<file path="src/rtl/z_read_scheduler.sv">
`default_nettype none
// ============================================================================
// Module   : z_read_scheduler
// Purpose  : Z-test front-end sequencer. Accepts pixel pairs from the
//            rasterizer, issues one Z read per pair on the shared 64-bit
//            Avalon-MM SDRAM port and enqueues the pair into the read FIFO
//            once the read is accepted. Arbitrates the same port between Z
//            reads and write-backs from the write FIFO (round robin on ties).
//            Reads are throttled on read-FIFO occupancy and on the number of
//            reads in flight, so the read FIFO can never overflow.
// Ports    : clock, reset          - clock, async active-high reset
//            z_active              - Z test enabled (low: pairs bypass memory)
//            px_*                  - pixel pair handshake and payload
//            fifo_size             - read FIFO usedw
//            fifo_*                - read FIFO enqueue strobe and payload
//            wr_*                  - write-back request handshake and payload
//            mem_*                 - Avalon-MM master
//            outstanding           - Z reads accepted but not yet returned
//            stat_reads/writes/stalls (optional) - wrapping event counters
// Options  : define Z_READ_SCHED_STATS_EN to add the statistics counters.
// Revision : 1.0 - initial release
// ============================================================================
module z_read_scheduler #(
  parameter int FIFO_DEPTH      = 32,
  parameter int FIFO_DEPTH_LOG2 = 5,
  parameter int MAX_OUTSTANDING = 8
) (
  input  logic                             clock,
  input  logic                             reset,
  input  logic                             z_active,
  input  logic                             px_valid,
  output logic                             px_ready,
  input  logic [28:0]                      px_color_address,
  input  logic [28:0]                      px_z_address,
  input  logic [63:0]                      px_color,
  input  logic [63:0]                      px_z,
  input  logic [1:0]                       px_pixel_active,
  input  logic [FIFO_DEPTH_LOG2-1:0]       fifo_size,
  output logic                             fifo_enqueue,
  output logic [28:0]                      fifo_color_address,
  output logic [28:0]                      fifo_z_address,
  output logic [63:0]                      fifo_color,
  output logic [63:0]                      fifo_z,
  output logic [1:0]                       fifo_pixel_active,
  input  logic                             wr_valid,
  output logic                             wr_ready,
  input  logic [28:0]                      wr_address,
  input  logic [63:0]                      wr_data,
  input  logic [7:0]                       wr_byteenable,
  output logic [28:0]                      mem_address,
  output logic                             mem_read,
  output logic                             mem_write,
  output logic [63:0]                      mem_writedata,
  output logic [7:0]                       mem_byteenable,
  input  logic                             mem_waitrequest,
  input  logic                             mem_readdatavalid,
  output logic [$clog2(MAX_OUTSTANDING):0] outstanding
`ifdef Z_READ_SCHED_STATS_EN
  ,
  output logic [31:0]                      stat_reads,
  output logic [31:0]                      stat_writes,
  output logic [31:0]                      stat_stalls
`endif
);

  localparam int c_OUT_W = $clog2(MAX_OUTSTANDING) + 1;

  // Two enqueues may be in flight but not yet visible in fifo_size, plus
  // one slot of margin, hence the limit of FIFO_DEPTH-3.
  localparam logic [FIFO_DEPTH_LOG2-1:0] c_ROOM_LIMIT = FIFO_DEPTH_LOG2'(FIFO_DEPTH - 3);
  localparam logic [c_OUT_W-1:0]         c_OUT_LIMIT  = c_OUT_W'(MAX_OUTSTANDING);
  localparam logic [c_OUT_W-1:0]         c_OUT_ONE    = c_OUT_W'(1);

  localparam logic [1:0] c_IDLE  = 2'd0;
  localparam logic [1:0] c_READ  = 2'd1;
  localparam logic [1:0] c_WRITE = 2'd2;

  localparam logic c_GRANT_READ  = 1'b0;
  localparam logic c_GRANT_WRITE = 1'b1;

  logic [1:0]         r_state;
  logic               r_last_grant;
  logic               r_bypass_hold;
  logic [c_OUT_W-1:0] r_outstanding;

  logic [28:0]        r_cap_color_address;
  logic [28:0]        r_cap_z_address;
  logic [63:0]        r_cap_color;
  logic [63:0]        r_cap_z;
  logic [1:0]         r_cap_pixel_active;

  logic               r_fifo_enqueue;
  logic [28:0]        r_fifo_color_address;
  logic [28:0]        r_fifo_z_address;
  logic [63:0]        r_fifo_color;
  logic [63:0]        r_fifo_z;
  logic [1:0]         r_fifo_pixel_active;

  logic [28:0]        r_mem_address;
  logic [63:0]        r_mem_writedata;
  logic [7:0]         r_mem_byteenable;

  logic w_room;
  logic w_below_limit;
  logic w_can_read;
  logic w_arb_open;
  logic w_grant_read;
  logic w_grant_write;
  logic w_zread_grant;
  logic w_bypass_grant;
  logic w_read_accept;
  logic w_write_done;
  logic w_return;

  // --------------------------------------------------------------------------
  // Arbitration
  // --------------------------------------------------------------------------
  assign w_room        = (fifo_size < c_ROOM_LIMIT);
  assign w_below_limit = (r_outstanding < c_OUT_LIMIT);
  assign w_can_read    = px_valid & w_room & (~z_active | w_below_limit);

  // A bypass grant finishes in IDLE, so the following cycle is blocked to
  // keep the mandatory gap between grants. Grants are masked during reset
  // so the handshakes read 0 while the block is held in reset.
  assign w_arb_open    = (r_state == c_IDLE) & ~r_bypass_hold & ~reset;

  // On a tie the side that did not win last time gets the port.
  assign w_grant_read  = w_arb_open & w_can_read &
                         (~wr_valid | (r_last_grant == c_GRANT_WRITE));
  assign w_grant_write = w_arb_open & wr_valid &
                         ~(w_can_read & (r_last_grant == c_GRANT_WRITE));

  assign w_zread_grant  = w_grant_read & z_active;
  assign w_bypass_grant = w_grant_read & ~z_active;

  assign w_read_accept = (r_state == c_READ)  & ~mem_waitrequest;
  assign w_write_done  = (r_state == c_WRITE) & ~mem_waitrequest;

  // A return with nothing counted (e.g. data for a read dropped by reset)
  // is ignored so the counter never underflows.
  assign w_return      = mem_readdatavalid & (r_outstanding != '0);

  assign px_ready = w_grant_read;
  assign wr_ready = w_grant_write;

  // --------------------------------------------------------------------------
  // State machine
  // --------------------------------------------------------------------------
  always_ff @(posedge clock or posedge reset) begin
    if (reset) begin
      r_state <= c_IDLE;
    end else begin
      case (r_state)
        c_IDLE: begin
          if (w_zread_grant) begin
            r_state <= c_READ;
          end else if (w_grant_write) begin
            r_state <= c_WRITE;
          end
        end
        c_READ: begin
          if (w_read_accept) begin
            r_state <= c_IDLE;
          end
        end
        c_WRITE: begin
          if (w_write_done) begin
            r_state <= c_IDLE;
          end
        end
        default: r_state <= c_IDLE;
      endcase
    end
  end

  // --------------------------------------------------------------------------
  // Capture, FIFO output and memory command registers
  // --------------------------------------------------------------------------
  always_ff @(posedge clock or posedge reset) begin
    if (reset) begin
      r_last_grant         <= c_GRANT_WRITE;
      r_bypass_hold        <= 1'b0;
      r_outstanding        <= '0;
      r_cap_color_address  <= '0;
      r_cap_z_address      <= '0;
      r_cap_color          <= '0;
      r_cap_z              <= '0;
      r_cap_pixel_active   <= '0;
      r_fifo_enqueue       <= 1'b0;
      r_fifo_color_address <= '0;
      r_fifo_z_address     <= '0;
      r_fifo_color         <= '0;
      r_fifo_z             <= '0;
      r_fifo_pixel_active  <= '0;
      r_mem_address        <= '0;
      r_mem_writedata      <= '0;
      r_mem_byteenable     <= '0;
    end else begin
      r_fifo_enqueue <= w_read_accept | w_bypass_grant;
      r_bypass_hold  <= w_bypass_grant;

      if (w_grant_read | w_grant_write) begin
        r_last_grant <= w_grant_write;
      end

      // The pair waits here while its Z read is on the bus.
      if (w_zread_grant) begin
        r_cap_color_address <= px_color_address;
        r_cap_z_address     <= px_z_address;
        r_cap_color         <= px_color;
        r_cap_z             <= px_z;
        r_cap_pixel_active  <= px_pixel_active;
        r_mem_address       <= px_z_address;
      end

      if (w_grant_write) begin
        r_mem_address    <= wr_address;
        r_mem_writedata  <= wr_data;
        r_mem_byteenable <= wr_byteenable;
      end

      // FIFO payload only changes together with the enqueue strobe, so it
      // is stable whenever fifo_enqueue is low.
      if (w_read_accept) begin
        r_fifo_color_address <= r_cap_color_address;
        r_fifo_z_address     <= r_cap_z_address;
        r_fifo_color         <= r_cap_color;
        r_fifo_z             <= r_cap_z;
        r_fifo_pixel_active  <= r_cap_pixel_active;
      end else if (w_bypass_grant) begin
        r_fifo_color_address <= px_color_address;
        r_fifo_z_address     <= px_z_address;
        r_fifo_color         <= px_color;
        r_fifo_z             <= px_z;
        r_fifo_pixel_active  <= px_pixel_active;
      end

      if (w_read_accept && !w_return) begin
        r_outstanding <= r_outstanding + c_OUT_ONE;
      end else if (!w_read_accept && w_return) begin
        r_outstanding <= r_outstanding - c_OUT_ONE;
      end
    end
  end

  assign fifo_enqueue       = r_fifo_enqueue;
  assign fifo_color_address = r_fifo_color_address;
  assign fifo_z_address     = r_fifo_z_address;
  assign fifo_color         = r_fifo_color;
  assign fifo_z             = r_fifo_z;
  assign fifo_pixel_active  = r_fifo_pixel_active;

  // Commands come straight from the state so an asynchronous reset drops
  // them in the same cycle.
  assign mem_read       = (r_state == c_READ);
  assign mem_write      = (r_state == c_WRITE);
  assign mem_address    = r_mem_address;
  assign mem_writedata  = r_mem_writedata;
  assign mem_byteenable = r_mem_byteenable;
  assign outstanding    = r_outstanding;

  // --------------------------------------------------------------------------
  // Optional statistics
  // --------------------------------------------------------------------------
`ifdef Z_READ_SCHED_STATS_EN
  logic [31:0] r_stat_reads;
  logic [31:0] r_stat_writes;
  logic [31:0] r_stat_stalls;

  always_ff @(posedge clock or posedge reset) begin
    if (reset) begin
      r_stat_reads  <= '0;
      r_stat_writes <= '0;
      r_stat_stalls <= '0;
    end else begin
      if (w_read_accept) begin
        r_stat_reads <= r_stat_reads + 32'd1;
      end
      if (w_write_done) begin
        r_stat_writes <= r_stat_writes + 32'd1;
      end
      if (px_valid && !w_room) begin
        r_stat_stalls <= r_stat_stalls + 32'd1;
      end
    end
  end

  assign stat_reads  = r_stat_reads;
  assign stat_writes = r_stat_writes;
  assign stat_stalls = r_stat_stalls;
`endif

endmodule
`default_nettype wire

</file>
<file path="config.mk">
export PLATFORM = sky130hd
export DESIGN_NAME = z_read_scheduler
export DESIGN_NICKNAME = d
export VERILOG_FILES = /design/src/rtl/z_read_scheduler.sv
export SDC_FILE = /design/constraint.sdc
export NUM_CORES = 1
export LEC_CHECK = 0
export BUFFER_PORTS_ARGS = -buffer_cell sky130_fd_sc_hd__buf_2
export CELL_PAD_IN_SITES_DETAIL_PLACEMENT = 2
export CELL_PAD_IN_SITES_GLOBAL_PLACEMENT = 2
export CORE_ASPECT_RATIO = 1.25
export CORE_MARGIN = 5
export CORE_UTILIZATION = 34
export DETAILED_ROUTE_END_ITERATION = 10
export PLACE_DENSITY = 0.84
export SETUP_SLACK_MARGIN = 0.5
export SLEW_MARGIN = 20
export SYNTH_ARGS = -nofsm -noshare
export SYNTH_HDL_FRONTEND = slang
export SYNTH_SLANG_ARGS = --single-unit
</file>
<file path="constraint.sdc">
create_clock -name clock -period 21.1 [get_ports clock]
set_input_delay 2.11 -clock clock [delete_from_list [all_inputs] [get_ports clock]]
set_output_delay 2.11 -clock clock [all_outputs]
set_load 0.1 [all_outputs]
</file>
==> impl_metrics.yaml, run 1 <==
outcome:
  status: "complete, no violations"
floorplanning:
  die_h_um: 280.9
  dieArea_sq_um: 63690
  num_rows: 99
  core_sq_um: 58340
  io_pins: 599
  fp.dieW_um: 226.7
  initial_utilization_pct: 34.22
synth:
  synth_xor_area_share_pct: 0.1316
  synth_common_cells: "485 x dfrtp_1, 190 x nand2_1, 189 x mux2i_1, 189 x o21ai_0, 161 x mux2_2"
  synth_cells: 1511
  synthTopCellsByArea: "dfrtp_1 61%, mux2i_1 9.5%, mux2_2 9.1%"
  yosys_warnings: 0
  syn_area_sq_um: 19960
  ys_ff_latch: 486
  synth_top_family_by_area: "multiplexers"
  yosysMostFrequentCell: "dfrtp_1"
  synthSimpleGateAreaFrac_pct: 4.168
  synthArstFlopShare_pct: 100.0
  synth_compound_area_share_pct: 7.477
  synth.area.mux_share_pct: 24.20
  synth_top_cell_by_area: "dfrtp_1"
  synth_cell_types: 33
  synth-main-ff-cell: "dfrtp_1"
  yosysSeqAreaShare_pct: 60.93
  yosysTopAreaCellShare_pct: 60.80
  synth_edf_count: 0
  syn_nets: 1816
  syn_area_per_cell_sq_um: 13.21
  synth_fa_ha_area_share_pct: 0.2883
worst_setup_path:
  startpoint: "reset"
  critPathKind: "primary input to output pin"
  cp_max_fo: 104
  cp_data_arrival_time_ps: 4400
  critPathRequiredTime_ps: 18990
  setup.worst_path.start_class: "primary input"
  r2r_start: "r_state[1]$_DFFE_PP0P_"
  end_kind: "output pin"
clock_tree:
  clkTransAtPathRegs_ps: 60
  cts_tree: "done"
  clk_latency_ps: 590
  cts-resized-gates: 0
  clock_path_buffers: 3
  cts.sinks: 486
  cts_buffers: 53
  htreeDepth: 2
  ctsHoldBuffers: 0
  post_cts_buffers: 0
  cts-root-buf: "clkbuf_16"
global_route:
  antenna_found_initial: 37
  track_usage_pct: 22.23
  grt-ovfl-total: 0
  grt_pass1_vias: 17510
  grt_max_degree: 148
  grt_pass1_wl_um: 109600
sta:
  hold_violations: 0
  finalMaxSlewViolations: 0
  finalClockSkew_ps: 26.97
  maxSlewHeadroom_pct: 28.17
  layout_min_cycle_time_ps: 6507
  setup_viol_count_final: 0
  rsz0062_at_grt: "no"
  min_period_over_period_pct: 30.84
  worst_pin_slew_ps: 1075
  fmax_ghz: 0.1537
  setup_tns_ps: 0
finish:
  drive_gt1_share_pct: 41.00
  syn2layout_area_growth_pct: 26.71
  finish.instance_area_sq_um: 25300
  nets: 2382
worst_hold_path:
  hp-start: "mem_address[1]$_DFFE_PP0P_"
  hold_class: "register to register"
route:
  first_iter_violations: 720
  routed_wl_um: 74160
  drt_first_pass_iters: 5
  ant_nets: 0
  viasPerCell: 5.102
  route.detailed.drc: 0
  via_count: 14810
  wl_per_cell_um: 25.54
job:
  maxCapViolations: 0
placement:
  gp_congestion: 0.8080
  port-buffer-count: 598
  dpl-instance-area_sq_um: 23540
  dp_hpwl_um: 48940
-- sequential cells by signal, summed over array words and instances, names as in the netlist, 4 cells and up --
name and flops:
fifo_color_address 29, mem_writedata 64, r_cap_color_address 29, fifo_color 64, r_cap_z 64, fifo_z_address 29, outstanding 4, r_cap_z_address 29
mem_byteenable 8, r_cap_color 64, fifo_z 64, mem_address 29
-- cell families after synthesis --
group / count (synthesis)
compound gates: 256
xor+xnor: 3
buf+inv: 105
flops: 486
fa+ha+maj: 4
simple gates: 207
mux: 450
-- critical path, stage by stage --
cell,delay [ps]
buf_2,150
or4_4,540
a311oi_4,350
buf_12,380
buf_2,560
-- path summary, 6_finish.rpt --
check / endpoint / slack, ps / cells after the start
worst min register to register: mem_address[1]$_DFFE_PP0P_ / 480 / 1
min in group asynchronous: r_cap_z[13]$_DFFE_PP0P_ / 1740 / 2
worst min-delay path: mem_address[1]$_DFFE_PP0P_ / 480 / 1
worst max-delay path: wr_ready / 14590 / 5
worst max register to register: fifo_color[27]$_DFFE_PP0P_ / 17170 / 7
max in group asynchronous: mem_writedata[39]$_DFFE_PP0N_ / 17140 / 4
-- layer usage --
metal  up-vias  track usage [%]  part of all wire [%]
met5         -                0                  0.11
met4        12            9.767                   4.1
met3       164            6.112                   5.9
met2       474            40.55                    54
met1      7703            23.92                    36
li1       6457                -                     -
-- through the flow --
step / hold WS [ps] / cells / worst slack, ps / util (%)
after floorplan: 442.8 / 1511 / 5429 / -
after global placement: 449.2 / 2779 / 14750 / 40.35
after detailed placement: 459.7 / 2779 / 14770 / 40.35
after CTS: 477.5 / 2874 / 14680 / 43.23
after global routing: 492.8 / 2895 / 14580 / 43.32
final: 476.5 / 2903 / 14590 / 43.36
-- cells in the final DEF, fill, tap and decap left out, drive strengths merged, types with 4 or more instances in the layout --
master	count
mux2	261
mux2i	189
diode	29
dfrtp	485
clkbuf	76
nand2	190
buf	612
inv	6
nor2	4
clkinv	14
nor2b	5
a22o	29
a21o	32
o21ai	189
-- area by class of cell --
class	instances	area (sq um)
Clock inverter	19	117.6
Timing Repair Buffer	612	3139
Inverter	4	27.53
Sequential cell	486	12160
Tap cell	757	947.2
Clock buffer	76	1563
Multi-Input combinational cell	920	7266
Fill cell	5933	33050
Antenna cell	29	72.57
Power of run 1 is not shown: default switching activity piles up to over one toggle a cycle in this logic, so the estimate is an artifact.
==> run 2: changes to the inputs <==
--- a/config.mk
+++ b/config.mk
@@ -10,9 +10,9 @@
 export CELL_PAD_IN_SITES_GLOBAL_PLACEMENT = 2
 export CORE_ASPECT_RATIO = 1.25
 export CORE_MARGIN = 5
-export CORE_UTILIZATION = 34
+export CORE_UTILIZATION = 30
 export DETAILED_ROUTE_END_ITERATION = 10
-export PLACE_DENSITY = 0.84
+export PLACE_DENSITY = 0.79
 export SETUP_SLACK_MARGIN = 0.5
 export SLEW_MARGIN = 20
 export SYNTH_ARGS = -nofsm -noshare
==> constraint.sdc (replaced) <==
create_clock -name clock -period 5.71 [get_ports clock]
set_input_delay 0.571 -clock clock [delete_from_list [all_inputs] [get_ports clock]]
set_output_delay 0.571 -clock clock [all_outputs]
set_load 0.1 [all_outputs]
==> run 2 against run 1 <==
Effect of this change:
- count of clock-buffer cells in the layout unchanged
- critical path depth down 2
- core utilization down 4.6 points
- cell count up 3.1%
- setup slack worse by 13000 ps
- critical path type is now register to output pin
- final area up 0.94%
- sequential share of layout area down 0.45 points
- die area up 13%
- via count down 1.7%
- highest routed layer unchanged
- global-route usage down 4.0 points
- routed wire length down 7.8%
- first-iteration DRC count down 21%
==> impl_metrics.yaml, run 2 (synthesized netlist as in run 1, its figures left out) <==
clock_tree:
  cts-resized-gates: 0
  ctsHoldBuffers: 0
  cts_buffers: 52
  clk_latency_ps: 580
  htreeDepth: 2
  clkTransAtPathRegs_ps: 60
  post_cts_buffers: 0
  cts.sinks: 486
  cts_tree: "done"
  clock_path_buffers: 3
  cts-root-buf: "clkbuf_16"
floorplanning:
  dieArea_sq_um: 71830
  initial_utilization_pct: 30.33
  io_pins: 599
  core_sq_um: 65820
  fp.dieW_um: 240.7
  num_rows: 105
  die_h_um: 298.4
sta:
  hold_violations: 0
  setup_viol_count_final: 0
  finalClockSkew_ps: 12.27
  finalMaxSlewViolations: 0
  fin_ws_ps: 1958
  rsz0062_at_grt: "no"
  maxSlewHeadroom_pct: 23.20
  min_period_over_period_pct: 65.71
  worst_pin_slew_ps: 1152
  setup_tns_ps: 0
  layout_min_cycle_time_ps: 3752
  fmax_ghz: 0.2665
  hold_ws_ps: 128.0
finish:
  syn2layout_area_growth_pct: 27.90
  final_util_pct: 38.79
  n_fill_cell: 6847
  final_common_cell: "buf_2"
  nets: 2385
  drive_gt1_share_pct: 40.75
  layout_common_cells: "598 x buf_2, 485 x dfrtp_1, 190 x nand2_1"
outcome:
  status: "complete, no violations"
route:
  via_count: 14560
  route.detailed.drc: 0
  viasPerCell: 4.862
  routed_wl_um: 68370
  drt_first_pass_iters: 4
  wl_per_cell_um: 22.83
  first_iter_violations: 570
  ant_nets: 0
placement:
  gp_congestion: 0.7716
  place_ws_ps: 2125
  port-buffer-count: 598
  dp_hpwl_um: 47620
global_route:
  track_usage_pct: 18.24
  grt_pass1_wl_um: 103200
  grt_pass1_vias: 17170
  antenna_found_initial: 28
  grt_max_degree: 187
  grt-ovfl-total: 0
worst_setup_path:
  critPathRequiredTime_ps: 5140
  cp_data_arrival_time_ps: 3180
  critPathKind: "register to output pin"
  cp_max_fo: 12
  end_kind: "output pin"
  setup.worst_path.start_class: "register"
job:
  maxCapViolations: 0
worst_hold_path:
  hold_class: "primary input to async pin"
run 2: cell count changes in the layout (fill, tap and decap cells not counted), moves of 4 or more:
| cell | before | now |
|---|---|---|
| diode_2 | 29 | 18 |
| bufinv_16 | 0 | 4 |
| buf_12 | 3 | 7 |
| clkbuf_1 | 8 | 15 |
| clkbuf_8 | 15 | 8 |
run 2: worst paths after layout:
| check | from | end | slack, ps | cells past startpoint |
|---|---|---|---|---|
| max | r_state[1]$_DFFE_PP0P_ | wr_ready | 1960 | 3 |
| max in group asynchronous | reset | r_cap_color[40]$_DFFE_PP0P_ | 4160 | 4 |
| min | reset | fifo_z[20]$_DFFE_PP0P_ | 130 | 2 |
| max reg2reg | r_state[1]$_DFFE_PP0P_ | mem_address[26]$_DFFE_PP0P_ | 2500 | 5 |
| min reg2reg | r_cap_z[34]$_DFFE_PP0P_ | fifo_z[34]$_DFFE_PP0P_ | 480 | 2 |
| min in group clock | px_color[41] | r_cap_color[41]$_DFFE_PP0P_ | 220 | 2 |
run 2: routing by layer:
| layer | wire, um | share of wire (%) | GRT usage (%) |
|---|---|---|---|
| met5 | 121 | 0.18 | 0 |
| met2 | 36910 | 54 | 33.81 |
| met3 | 4501 | 6.6 | 5.036 |
| met4 | 2390 | 3.5 | 6.743 |
| met1 | 24450 | 36 | 19.58 |
run 2: critical path, cell delays in order, from the launching register on:
cell and delay (ps):
dfrtp_1 410, or4_4 600, a311oi_4 990, buf_2 590
run 2: final cells by class:
cell class	instances	area [sq um]	share of cell area, %
clock inverters	18	206.4	0.8085
inverters	4	26.28	0.1029
flip-flops and latches	486	12160	47.64
multi-input cells	920	7266	28.46
clock buffers	76	1493	5.846
diodes	18	45.04	0.1764
repair buffers	616	3263	12.78
well taps	856	1071	4.195
run 2: through the flow:
step / instances / instance area (sq um)
2_1_floorplan: 1511 / 19970
3_3_place_gp: 2880 / 23730
3_5_place_dp: 2880 / 23730
4_1_cts: 2974 / 25430
5_1_grt: 2989 / 25520
6_report: 2994 / 25530
Power of run 2 is left out for the same reason.
